## config.mk

```make
export PLATFORM = sky130hd
export DESIGN_NAME = id_stage_pipe
export DESIGN_NICKNAME = d
export VERILOG_FILES = /design/src/rtl/id_stage_pipe_pkg.sv /design/src/rtl/id_stage_pipe_decode.sv /design/src/rtl/id_stage_pipe.sv
export SDC_FILE = /design/constraint.sdc
export NUM_CORES = 1
export LEC_CHECK = 0
export BUFFER_PORTS_ARGS = -buffer_cell sky130_fd_sc_hd__buf_4
export CAP_MARGIN = 10
export CORE_MARGIN = 8
export CORE_UTILIZATION = 50
export CTS_BUF_LIST = sky130_fd_sc_hd__clkbuf_8
export DETAILED_ROUTE_END_ITERATION = 10
export GPL_TIMING_DRIVEN = 0
export HOLD_SLACK_MARGIN = 0.1
export PLACE_DENSITY = 0.87
export SLEW_MARGIN = 25
export SYNTH_ARGS = -nofsm -noshare
export SYNTH_HDL_FRONTEND = slang
export SYNTH_HIERARCHICAL = 1
export SYNTH_SLANG_ARGS = --single-unit
```

## constraint.sdc

```tcl
create_clock -name clk -period 7.55 [get_ports clk]
set_clock_uncertainty 0.1 [all_clocks]
set_input_delay 1.1325 -clock clk [delete_from_list [all_inputs] [get_ports clk]]
set_output_delay 1.1325 -clock clk [all_outputs]
set_load 0.01 [all_outputs]
```

## src/rtl/id_stage_pipe_pkg.sv

```systemverilog
// Shared constants for the ToruMIPS decode stage: opcodes, function codes,
// ALU operation/selection encodings and reset/NOP conventions.
package id_stage_pipe_pkg;

  localparam logic RST_ENABLE = 1'b1;

  localparam int ALUOP_W  = 8;
  localparam int ALUSEL_W = 3;

  // Primary opcodes
  localparam logic [5:0] OP_SPECIAL = 6'b000000;
  localparam logic [5:0] OP_ORI     = 6'b001101;
  localparam logic [5:0] OP_ANDI    = 6'b001100;
  localparam logic [5:0] OP_XORI    = 6'b001110;
  localparam logic [5:0] OP_LUI     = 6'b001111;
  localparam logic [5:0] OP_ADDIU   = 6'b001001;
  localparam logic [5:0] OP_LW      = 6'b100011;

  // SPECIAL function codes
  localparam logic [5:0] FN_SLL  = 6'b000000;
  localparam logic [5:0] FN_SRL  = 6'b000010;
  localparam logic [5:0] FN_SRA  = 6'b000011;
  localparam logic [5:0] FN_ADDU = 6'b100001;
  localparam logic [5:0] FN_SUBU = 6'b100011;
  localparam logic [5:0] FN_AND  = 6'b100100;
  localparam logic [5:0] FN_OR   = 6'b100101;
  localparam logic [5:0] FN_XOR  = 6'b100110;
  localparam logic [5:0] FN_NOR  = 6'b100111;

  // ALU operations
  localparam logic [ALUOP_W-1:0] EXE_NOP_OP   = 8'b0000_0000;
  localparam logic [ALUOP_W-1:0] EXE_AND_OP   = 8'b0010_0100;
  localparam logic [ALUOP_W-1:0] EXE_OR_OP    = 8'b0010_0101;
  localparam logic [ALUOP_W-1:0] EXE_XOR_OP   = 8'b0010_0110;
  localparam logic [ALUOP_W-1:0] EXE_NOR_OP   = 8'b0010_0111;
  localparam logic [ALUOP_W-1:0] EXE_ADDU_OP  = 8'b0010_0001;
  localparam logic [ALUOP_W-1:0] EXE_SUBU_OP  = 8'b0010_0011;
  localparam logic [ALUOP_W-1:0] EXE_ADDIU_OP = 8'b0101_0110;
  localparam logic [ALUOP_W-1:0] EXE_SLL_OP   = 8'b0111_1100;
  localparam logic [ALUOP_W-1:0] EXE_SRL_OP   = 8'b0000_0010;
  localparam logic [ALUOP_W-1:0] EXE_SRA_OP   = 8'b0000_0011;
  localparam logic [ALUOP_W-1:0] EXE_LW_OP    = 8'b1110_0011;

  // ALU result selection
  localparam logic [ALUSEL_W-1:0] EXE_RES_NOP        = 3'b000;
  localparam logic [ALUSEL_W-1:0] EXE_RES_LOGIC      = 3'b001;
  localparam logic [ALUSEL_W-1:0] EXE_RES_SHIFT      = 3'b010;
  localparam logic [ALUSEL_W-1:0] EXE_RES_ARITHMETIC = 3'b100;
  localparam logic [ALUSEL_W-1:0] EXE_RES_LOAD_STORE = 3'b111;

  localparam logic [4:0] NOP_REG_ADDR = 5'b00000;

  typedef enum logic [1:0] {
    IMM_NONE,
    IMM_ZERO,
    IMM_SIGN,
    IMM_LUI
  } imm_kind_e;

endpackage

```

## src/rtl/id_stage_pipe_decode.sv

```systemverilog
// Combinational instruction decoder: read enables, destination, immediate,
// ALU op/sel, load flag and invalid-instruction flag.
module id_decode
  import id_stage_pipe_pkg::*;
#(
  parameter int DATA_W  = 32,
  parameter int RADDR_W = 5
) (
  input  logic [31:0]         inst,
  output logic                reg1_read,
  output logic                reg2_read,
  output logic                shift,
  output logic [RADDR_W-1:0]  wd,
  output logic                wreg,
  output logic [DATA_W-1:0]   imm,
  output logic [ALUOP_W-1:0]  aluop,
  output logic [ALUSEL_W-1:0] alusel,
  output logic                is_load,
  output logic                invalid
);

  logic [5:0] op;
  logic [5:0] funct;
  logic [4:0] rt;
  logic [4:0] rd;
  imm_kind_e  imm_kind;

  assign op    = inst[31:26];
  assign funct = inst[5:0];
  assign rt    = inst[20:16];
  assign rd    = inst[15:11];

  always_comb begin
    reg1_read = 1'b0;
    reg2_read = 1'b0;
    shift     = 1'b0;
    wd        = RADDR_W'(rt);
    wreg      = 1'b0;
    imm_kind  = IMM_NONE;
    aluop     = EXE_NOP_OP;
    alusel    = EXE_RES_NOP;
    is_load   = 1'b0;
    invalid   = 1'b0;
    case (op)
      OP_ORI, OP_ANDI, OP_XORI: begin
        reg1_read = 1'b1;
        wreg      = 1'b1;
        imm_kind  = IMM_ZERO;
        alusel    = EXE_RES_LOGIC;
        aluop     = (op == OP_ORI)  ? EXE_OR_OP  :
                    (op == OP_ANDI) ? EXE_AND_OP : EXE_XOR_OP;
      end
      OP_LUI: begin
        reg1_read = 1'b1;
        wreg      = 1'b1;
        imm_kind  = IMM_LUI;
        aluop     = EXE_OR_OP;
        alusel    = EXE_RES_LOGIC;
      end
      OP_ADDIU: begin
        reg1_read = 1'b1;
        wreg      = 1'b1;
        imm_kind  = IMM_SIGN;
        aluop     = EXE_ADDIU_OP;
        alusel    = EXE_RES_ARITHMETIC;
      end
      OP_LW: begin
        reg1_read = 1'b1;
        wreg      = 1'b1;
        imm_kind  = IMM_SIGN;
        aluop     = EXE_LW_OP;
        alusel    = EXE_RES_LOAD_STORE;
        is_load   = 1'b1;
      end
      OP_SPECIAL: begin
        wd = RADDR_W'(rd);
        case (funct)
          FN_AND, FN_OR, FN_XOR, FN_NOR: begin
            reg1_read = 1'b1;
            reg2_read = 1'b1;
            wreg      = 1'b1;
            alusel    = EXE_RES_LOGIC;
            aluop     = (funct == FN_AND) ? EXE_AND_OP :
                        (funct == FN_OR)  ? EXE_OR_OP  :
                        (funct == FN_XOR) ? EXE_XOR_OP : EXE_NOR_OP;
          end
          FN_ADDU, FN_SUBU: begin
            reg1_read = 1'b1;
            reg2_read = 1'b1;
            wreg      = 1'b1;
            alusel    = EXE_RES_ARITHMETIC;
            aluop     = (funct == FN_ADDU) ? EXE_ADDU_OP : EXE_SUBU_OP;
          end
          FN_SLL, FN_SRL, FN_SRA: begin
            reg2_read = 1'b1;
            shift     = 1'b1;
            wreg      = 1'b1;
            alusel    = EXE_RES_SHIFT;
            aluop     = (funct == FN_SLL) ? EXE_SLL_OP :
                        (funct == FN_SRL) ? EXE_SRL_OP : EXE_SRA_OP;
          end
          default: invalid = 1'b1;
        endcase
      end
      default: invalid = 1'b1;
    endcase
    // $0 is hard-wired, so a write to it is dropped here rather than in WB
    if (wd == '0) wreg = 1'b0;
  end

  always_comb begin
    case (imm_kind)
      IMM_ZERO: imm = DATA_W'(inst[15:0]);
      IMM_SIGN: imm = DATA_W'($signed(inst[15:0]));
      IMM_LUI:  imm = DATA_W'({inst[15:0], 16'h0000});
      default:  imm = '0;
    endcase
  end

endmodule

```

## src/rtl/id_stage_pipe.sv

```systemverilog
// Registered ToruMIPS decode stage: operand forwarding from EX/MEM, load-use
// stall detection and the ID/EX pipeline register.
module id_stage_pipe
  import id_stage_pipe_pkg::*;
#(
  parameter int DATA_W  = 32,
  parameter int RADDR_W = 5,
  parameter bit FWD_EN  = 1'b1
) (
  input  logic                clk,
  input  logic                rst,
  input  logic                in_valid_i,
  output logic                in_ready_o,
  input  logic [31:0]         pc_i,
  input  logic [31:0]         inst_i,
  output logic                reg1_read_o,
  output logic [RADDR_W-1:0]  reg1_addr_o,
  input  logic [DATA_W-1:0]   reg1_data_i,
  output logic                reg2_read_o,
  output logic [RADDR_W-1:0]  reg2_addr_o,
  input  logic [DATA_W-1:0]   reg2_data_i,
  input  logic                ex_wreg_i,
  input  logic [RADDR_W-1:0]  ex_wd_i,
  input  logic [DATA_W-1:0]   ex_wdata_i,
  input  logic                ex_is_load_i,
  input  logic                mem_wreg_i,
  input  logic [RADDR_W-1:0]  mem_wd_i,
  input  logic [DATA_W-1:0]   mem_wdata_i,
  input  logic                flush_i,
  output logic                out_valid_o,
  input  logic                out_ready_i,
  output logic [31:0]         pc_o,
  output logic [ALUOP_W-1:0]  aluop_o,
  output logic [ALUSEL_W-1:0] alusel_o,
  output logic [DATA_W-1:0]   reg1_o,
  output logic [DATA_W-1:0]   reg2_o,
  output logic [RADDR_W-1:0]  wd_o,
  output logic                wreg_o,
  output logic                is_load_o,
  output logic                inst_invalid_o
);

  logic                shift;
  logic [RADDR_W-1:0]  dec_wd;
  logic                dec_wreg;
  logic [DATA_W-1:0]   dec_imm;
  logic [ALUOP_W-1:0]  dec_aluop;
  logic [ALUSEL_W-1:0] dec_alusel;
  logic                dec_is_load;
  logic                dec_invalid;

  id_decode #(
    .DATA_W  (DATA_W),
    .RADDR_W (RADDR_W)
  ) u_decode (
    .inst      (inst_i),
    .reg1_read (reg1_read_o),
    .reg2_read (reg2_read_o),
    .shift     (shift),
    .wd        (dec_wd),
    .wreg      (dec_wreg),
    .imm       (dec_imm),
    .aluop     (dec_aluop),
    .alusel    (dec_alusel),
    .is_load   (dec_is_load),
    .invalid   (dec_invalid)
  );

  assign reg1_addr_o = RADDR_W'(inst_i[25:21]);
  assign reg2_addr_o = RADDR_W'(inst_i[20:16]);

  logic r1_ex_hit, r2_ex_hit, r1_mem_hit, r2_mem_hit;
  logic stall, advance;

  assign r1_ex_hit  = reg1_read_o && (reg1_addr_o != '0) && ex_wreg_i  && (ex_wd_i  == reg1_addr_o);
  assign r2_ex_hit  = reg2_read_o && (reg2_addr_o != '0) && ex_wreg_i  && (ex_wd_i  == reg2_addr_o);
  assign r1_mem_hit = reg1_read_o && (reg1_addr_o != '0) && mem_wreg_i && (mem_wd_i == reg1_addr_o);
  assign r2_mem_hit = reg2_read_o && (reg2_addr_o != '0) && mem_wreg_i && (mem_wd_i == reg2_addr_o);

  // Without forwarding every in-flight RAW must wait until the value reaches the regfile
  always_comb begin
    if (FWD_EN) stall = (r1_ex_hit || r2_ex_hit) && ex_is_load_i;
    else        stall = r1_ex_hit || r2_ex_hit || r1_mem_hit || r2_mem_hit;
  end

  // Handshake: a beat transfers on a side whenever valid and ready are both
  // high at the rising edge. in_ready_o never depends on in_valid_i, and the
  // ID/EX entry is held unchanged while out_valid_o && !out_ready_i.
  assign advance    = !out_valid_o || out_ready_i;
  assign in_ready_o = advance && !stall && !flush_i;

  logic [DATA_W-1:0] fwd1, fwd2, op1, op2;

  always_comb begin
    fwd1 = reg1_data_i;
    if (reg1_addr_o == '0)                  fwd1 = '0;
    else if (FWD_EN && r1_ex_hit && !ex_is_load_i) fwd1 = ex_wdata_i;
    else if (FWD_EN && r1_mem_hit)          fwd1 = mem_wdata_i;

    fwd2 = reg2_data_i;
    if (reg2_addr_o == '0)                  fwd2 = '0;
    else if (FWD_EN && r2_ex_hit && !ex_is_load_i) fwd2 = ex_wdata_i;
    else if (FWD_EN && r2_mem_hit)          fwd2 = mem_wdata_i;

    if (shift)            op1 = DATA_W'(inst_i[10:6]);
    else if (reg1_read_o) op1 = fwd1;
    else                  op1 = dec_imm;

    op2 = reg2_read_o ? fwd2 : dec_imm;
  end

  always_ff @(posedge clk) begin
    if (rst == RST_ENABLE) begin
      out_valid_o    <= 1'b0;
      pc_o           <= '0;
      aluop_o        <= EXE_NOP_OP;
      alusel_o       <= EXE_RES_NOP;
      reg1_o         <= '0;
      reg2_o         <= '0;
      wd_o           <= RADDR_W'(NOP_REG_ADDR);
      wreg_o         <= 1'b0;
      is_load_o      <= 1'b0;
      inst_invalid_o <= 1'b0;
    end else if (flush_i) begin
      out_valid_o <= 1'b0;
    end else if (in_valid_i && in_ready_o) begin
      out_valid_o    <= 1'b1;
      pc_o           <= pc_i;
      aluop_o        <= dec_aluop;
      alusel_o       <= dec_alusel;
      reg1_o         <= op1;
      reg2_o         <= op2;
      wd_o           <= dec_wd;
      wreg_o         <= dec_wreg;
      is_load_o      <= dec_is_load;
      inst_invalid_o <= dec_invalid;
    end else if (advance) begin
      out_valid_o <= 1'b0;
    end
  end

endmodule

```

# Yosys cells after proc, flatten, opt, wreduce, memory -nomap -nowiden
# Index checks and enable logic that the tools add are counted.
word_totals:
  regBits: 116
  in_bits: 210
  output_inout_bits: 129
  wordCells: 110
classes:
  n_eq_ne: 21
  mux: 37
  n_bitwise: 1
  n_reduce_logical: 41
ops:
  columns: ["operator", "n"]
  rows:
  - ["two-way mux 32 bit", 9]
  - ["case mux 32 bit (3 select lines)", 1]
  - ["== test 6 bit (second input constant)", 7]
  - ["case mux 8 bit (5 select lines)", 1]
  - ["two-way mux 8 bit", 4]
  - ["== test 6 x 4 -> 1 bit (second input constant)", 5]
  - ["case mux 8 bit (3 select lines)", 1]
  - ["== test 5 bit", 4]
  - ["logical AND 1 bit", 16]
  - ["zero test 5 bit", 3]
  - ["== test 6 x 2 -> 1 bit (second input constant)", 2]
  - ["zero test 6 bit", 2]
  - ["two-way mux 1 bit", 12]
  - ["case mux 3 bit (4 select lines)", 1]
  - ["OR reduction 6 bit", 2]
  - ["nonzero test 5 bit", 2]
  - ["case mux 3 bit (3 select lines)", 1]
  - ["OR reduction 9 bit", 1]
  - ["OR reduction 4 bit", 2]
  - ["case mux 1 bit (2 select lines)", 3]
  - ["case mux 2 bit (3 select lines)", 1]
  - ["OR reduction 2 bit", 3]
  - ["OR reduction 3 bit", 2]
  - ["two-way mux 5 bit", 1]
  - ["8 further kinds", 14]

# Depth between registers and ports, before layout
logic_depth:
  ltp_word: 14
  ltp_mapped: 13
  ltp_nobuf: 9

# Cells and area by module
# The synthesis kept the hierarchy.
modules_own_cells:
  columns: ["mod", "n_inst", "cells_each", "area_each_um2", "seq_area_each_um2"]
  rows:
  - ["id_stage_pipe", 1, 664, 5944.5, 2322.2]
  - ["id_decode", 1, 105, 738.2, 0.0]

# Least setup slack after synthesis
# OpenSTA, ideal clock, no wires.
synth_timing:
  path_kind: "input to output"
  from: "input port inst_i[30]"
  to: "output port in_ready_o"
  arrival_ns: 2.924
  setup_slack_ns: 3.394
  cell_stages: 8
  path_buffers: 1
  cell_sequence: "buf_2 > or4_4 > nor2_2 > nand3b_1 > nand2_1 > nand3_1 > or4_4 > and3b_1"
synth_between:
  elab_chain_cells: 11
  elab_cells_between_ends: 21
  classes_between: "6 x eq/ne; 2 x mux; 13 x reduce/logical"
synth_lines:
  columns: ["item", "line_no", "rtl"]
  rows:
  - ["start: declaration", "id_stage_pipe.sv:15", "input logic [31:0] inst_i,"]
  - ["== test 6 x 4 -> 1 bit or == test 6 bit (tied branches)", "id_stage_pipe_decode.sv:44", "case (op)"]
  - ["OR reduction 6 bit (no line)", null, null]
  - ["case mux 1 bit (2 select lines) (*)", "id_stage_pipe_decode.sv:44", null]
  - ["net reg1_read_o", "id_stage_pipe.sv:16", "output logic reg1_read_o,"]
  - ["logical AND 1 bit (*) (3 in series)", "id_stage_pipe.sv:75", "assign r1_ex_hit = reg1_read_o && (reg1_addr_o != '0) && ex_wreg_i && (ex_wd_i == reg1_addr_o);"]
  - ["logical OR 1 bit (*)", null, null]
  - ["logical AND 1 bit (*)", "id_stage_pipe.sv:82", "if (FWD_EN) stall = (r1_ex_hit || r2_ex_hit) && ex_is_load_i;"]
  - ["zero test 1 bit (*)", "id_stage_pipe.sv:90", "assign in_ready_o = advance && !stall && !flush_i;"]
  - ["logical AND 1 bit (*) (2 in series)", "id_stage_pipe.sv:90", null]
  - ["end: declaration", "id_stage_pipe.sv:13", "output logic in_ready_o,"]
# Mark *: on every way through the listed nets, which the timed path passes. The rest lies on a longest branch.

# Worst setup path after layout
layout_timing:
  from: "input port inst_i[29]"
  to: "output port in_ready_o"
layout_between:
  elab_chain_cells: 11
  elab_cells_between_ends: 21
  classes_between: "6 x eq/ne; 2 x mux; 13 x reduce/logical"
layout_lines:
  columns: ["item", "line_no"]
  rows:
  - ["== test 6 x 4 -> 1 bit or == test 6 bit (tied branches)", "id_stage_pipe_decode.sv:44"]
  - ["OR reduction 6 bit (no line)", null]
  - ["case mux 1 bit (2 select lines)", "id_stage_pipe_decode.sv:44"]
  - ["logical AND 1 bit (3 in series)", "id_stage_pipe.sv:75"]
  - ["logical OR 1 bit (*)", null]
  - ["logical AND 1 bit (*)", "id_stage_pipe.sv:82"]
  - ["zero test 1 bit (*)", "id_stage_pipe.sv:90"]
  - ["logical AND 1 bit (*) (2 in series)", "id_stage_pipe.sv:90"]
# Mark *: on every way between the ends. The rest lies on a longest branch, timed or not.

==> results.json <==
{
  "period_needed_ns": 4.58,
  "power.density_mw_per_mm2": 158,
  "n_fill_cell": 1033,
  "final_cells": 1313,
  "cts_root_buffer": "clkbuf_8",
  "power_mw": 1.55,
  "syn_nets": 979,
  "clock_sinks": 116,
  "power_switching_mw": 0.446,
  "routabilityCongestion": 0.960,
  "switching_share_pct": 28.7,
  "synth_top_flop_cell": "dfxtp_1",
  "grt.met2_usage_pct": 55.4,
  "ff2ff_path_depth": 8,
  "drt_first_iter_violations": 978,
  "antenna_cells": 0,
  "hold_depth": 2,
  "synth_area_leaders": "dfxtp_1 35%, mux2_2 11%, a222oi_1 8.8%",
  "grt_pass1_vias": 8049,
  "synth_async_sr_flop_share_pct": 0,
  "yosysWarnings": 6,
  "rsz0062_at_grt": "no",
  "worstReg2RegEnd": "pc_o[11]",
  "dpl_worst_slack_ns": 2.70,
  "dp_hpwl_mm": 24.0,
  "drtAntennaViolNets": 0,
  "cp_data_required_time_ns": 6.32,
  "yosysTopAreaCellShare_pct": 34.8,
  "holdWs_ns": 0.356,
  "synth_common_cells": "120 x nand2_1, 116 x dfxtp_1, 64 x mux2_2, 59 x a222oi_1, 54 x a21oi_1",
  "finalCritPeriodShare_pct": 60.6,
  "p_int_mw": 1.11,
  "tightest_slew_ns": 1.09,
  "cp_slowest_cell": "or4_4",
  "hold_viol": 0,
  "synth_top_cell_by_area": "dfxtp_1",
  "busiest_layer": "met2",
  "initial_core_util_pct": 50.9,
  "postPlaceCellArea_mm2": 0.00943,
  "syn_avg_cell_area_um2": 8.69,
  "synth-edff-count": 0,
  "syn_area_mm2": 0.00668,
  "post-route-util_pct": 74.7,
  "first_pass_iters": 7,
  "rows": 42,
  "outcome": "complete, no violations",
  "setup_viol": 0,
  "cts_buffers": 17,
  "grt_overflow_total": 0,
  "slew_headroom_pct": 27.1,
  "ys_types": 54,
  "worstSetupStartpointType": "primary input",
  "cts-resized-gates": 0,
  "core_mm2": 0.0131,
  "p_clk_share_pct": 36.7,
  "crit_chain": "buf_4, or4_4, nor2_2, and3_1, o21ai_2, nor4_1, and3b_1, buf_4",
  "cts_setup_buffers": 0,
  "clockBufferDepth": 2,
  "drc": 0,
  "p_seq_share_pct": 41.9,
  "max_freq_mhz": 218,
  "yosysSeqAreaShare_pct": 34.8,
  "portBuffers": 336,
  "holdCritStartpoint": "pc_o[10]",
  "placed_cells": 1281,
  "path_common_cell": "buf_4",
  "setup_tns_ns": 0,
  "fp.dieH_um": 132,
  "htree_levels": 4,
  "final_max_slew_viol_count": 0,
  "critPathMaxFanout": 7,
  "drive_gt1_share_pct": 42.6,
  "synth_cells": 769,
  "r2r-start": "out_valid_o",
  "holdBufCountCts": 0,
  "regToRegSetupSlack_ns": 5.42,
  "ys_seq_elements": 116,
  "layout_setup_ws_ns": 2.97,
  "p_leak_nw": 4.25,
  "cts_tree": "done",
  "nets": 1334,
  "die_area_mm2": 0.0173,
  "grt_max_degree": 17,
  "vias": 7995,
  "wirelength_mm": 30.5,
  "ios": 339,
  "routedWlPerCell_um": 23.2,
  "max_stage_delay_ns": 0.56,
  "clkTransAtPathRegs_ns": 0.07,
  "die_x_um": 132,
  "avgViaCountPerCell": 6.09,
  "synth_most_common_cell": "nand2_1",
  "hold_path.class": "flop to flop",
  "grt_usage_pct": 33.4,
  "worstPathArrival_ns": 3.35,
  "holdPathEnd": "pc_o[10]",
  "crit_path_end_kind": "output port",
  "areaGrowthSynthToFinish_pct": 46.9,
  "grt_pass1_wl_mm": 45.7,
  "power_frac_comb_pct": 21.4,
  "antenna_found_initial": 0,
  "peakVddDrop_mv": 0.102,
  "fin_area_mm2": 0.00982,
  "path_class": "primary input to output port",
  "met1_usage_pct": 36.3,
  "drv_cap": 0,
  "met3_usage_pct": 11.7,
  "clock_latency_ns": 0.45
}
## critical path: cells and delay by family
kind	cells	cell delay [ns]
AO/OA/AOI/OAI	1	0.14
AND/OR/NAND/NOR	5	1.79
buffers and inverters	2	0.28
## placed cells by master, fill, tap and decap left out, types with 5 or more instances in the layout
cell / n
inv_1: 9
xor2_1: 5
mux2i_1: 5
nand2_1: 120
a21o_1: 18
a21oi_1: 54
buf_2: 20
nand2b_1: 7
o21ai_1: 22
dfxtp_1: 116
a221oi_1: 5
clkbuf_1: 42
xnor2_1: 15
mux2_2: 64
nor3_1: 5
nand3_1: 6
o21ai_0: 9
nand3b_1: 31
mux2_4: 5
or4_1: 6
a311oi_1: 5
buf_6: 7
a222oi_1: 59
clkbuf_8: 18
nor2_1: 38
and2_1: 15
a211oi_1: 33
buf_4: 347
## how the worst max path moves through the flow
stage | start | endpoint | depth (start not counted)
4_1_cts | inst_i[29] | in_ready_o | 8
5_1_grt | inst_i[29] | in_ready_o | 8
3_5_place_dp | inst_i[29] | reg2_o[4] | 10
3_3_place_gp | inst_i[29] | reg2_o[1] | 10
6_report | inst_i[29] | in_ready_o | 8
2_1_floorplan | inst_i[30] | in_ready_o | 8
## kinds of logic after synthesis
group | synth area share [%]
AO/OA/AOI/OAI | 23.9
XOR/XNOR | 2.62
buffers and inverters | 6.72
flip-flops | 34.8
multiplexers | 12.7
AND/OR/NAND/NOR | 19.3
## state kept, by name, indices dropped and copies added, names as in the netlist
name and cells:
aluop_o 8, alusel_o 3, inst_invalid_o 1, is_load_o 1
out_valid_o 1, pc_o 32, reg1_o 32, reg2_o 32
wd_o 5, wreg_o 1
## cell type report
cell class | instances | area [um2] | area share, %
multi-input cells | 565 | 3920 | 39.9
repair buffers | 336 | 2520 | 25.7
flip-flops and latches | 116 | 2320 | 23.7
plain buffers | 81 | 423 | 4.31
clock buffers | 18 | 248 | 2.52
well taps | 176 | 220 | 2.24
clock inverters | 14 | 139 | 1.41
inverters | 7 | 26.3 | 0.268
## routing by layer
| metal | vias up | wire length, um |
|---|---|---|
| li1 | 3588 | - |
| met1 | 3658 | 10700 |
| met2 | 623 | 14400 |
| met3 | 126 | 3760 |
| met4 | 0 | 1650 |
| met5 | - | 0 |
## power by group through the flow
stage                     Sequential, mW  Combinational (mW)  Clock (mW)
after floorplan                    0.674               0.128           0
after global placement             0.663               0.322           0
after detailed placement           0.664               0.326           0
after CTS                          0.651               0.328       0.571
after global routing               0.653               0.352       0.600
final                              0.651               0.333       0.569
Note: power is estimated with default switching activity, not from simulation.
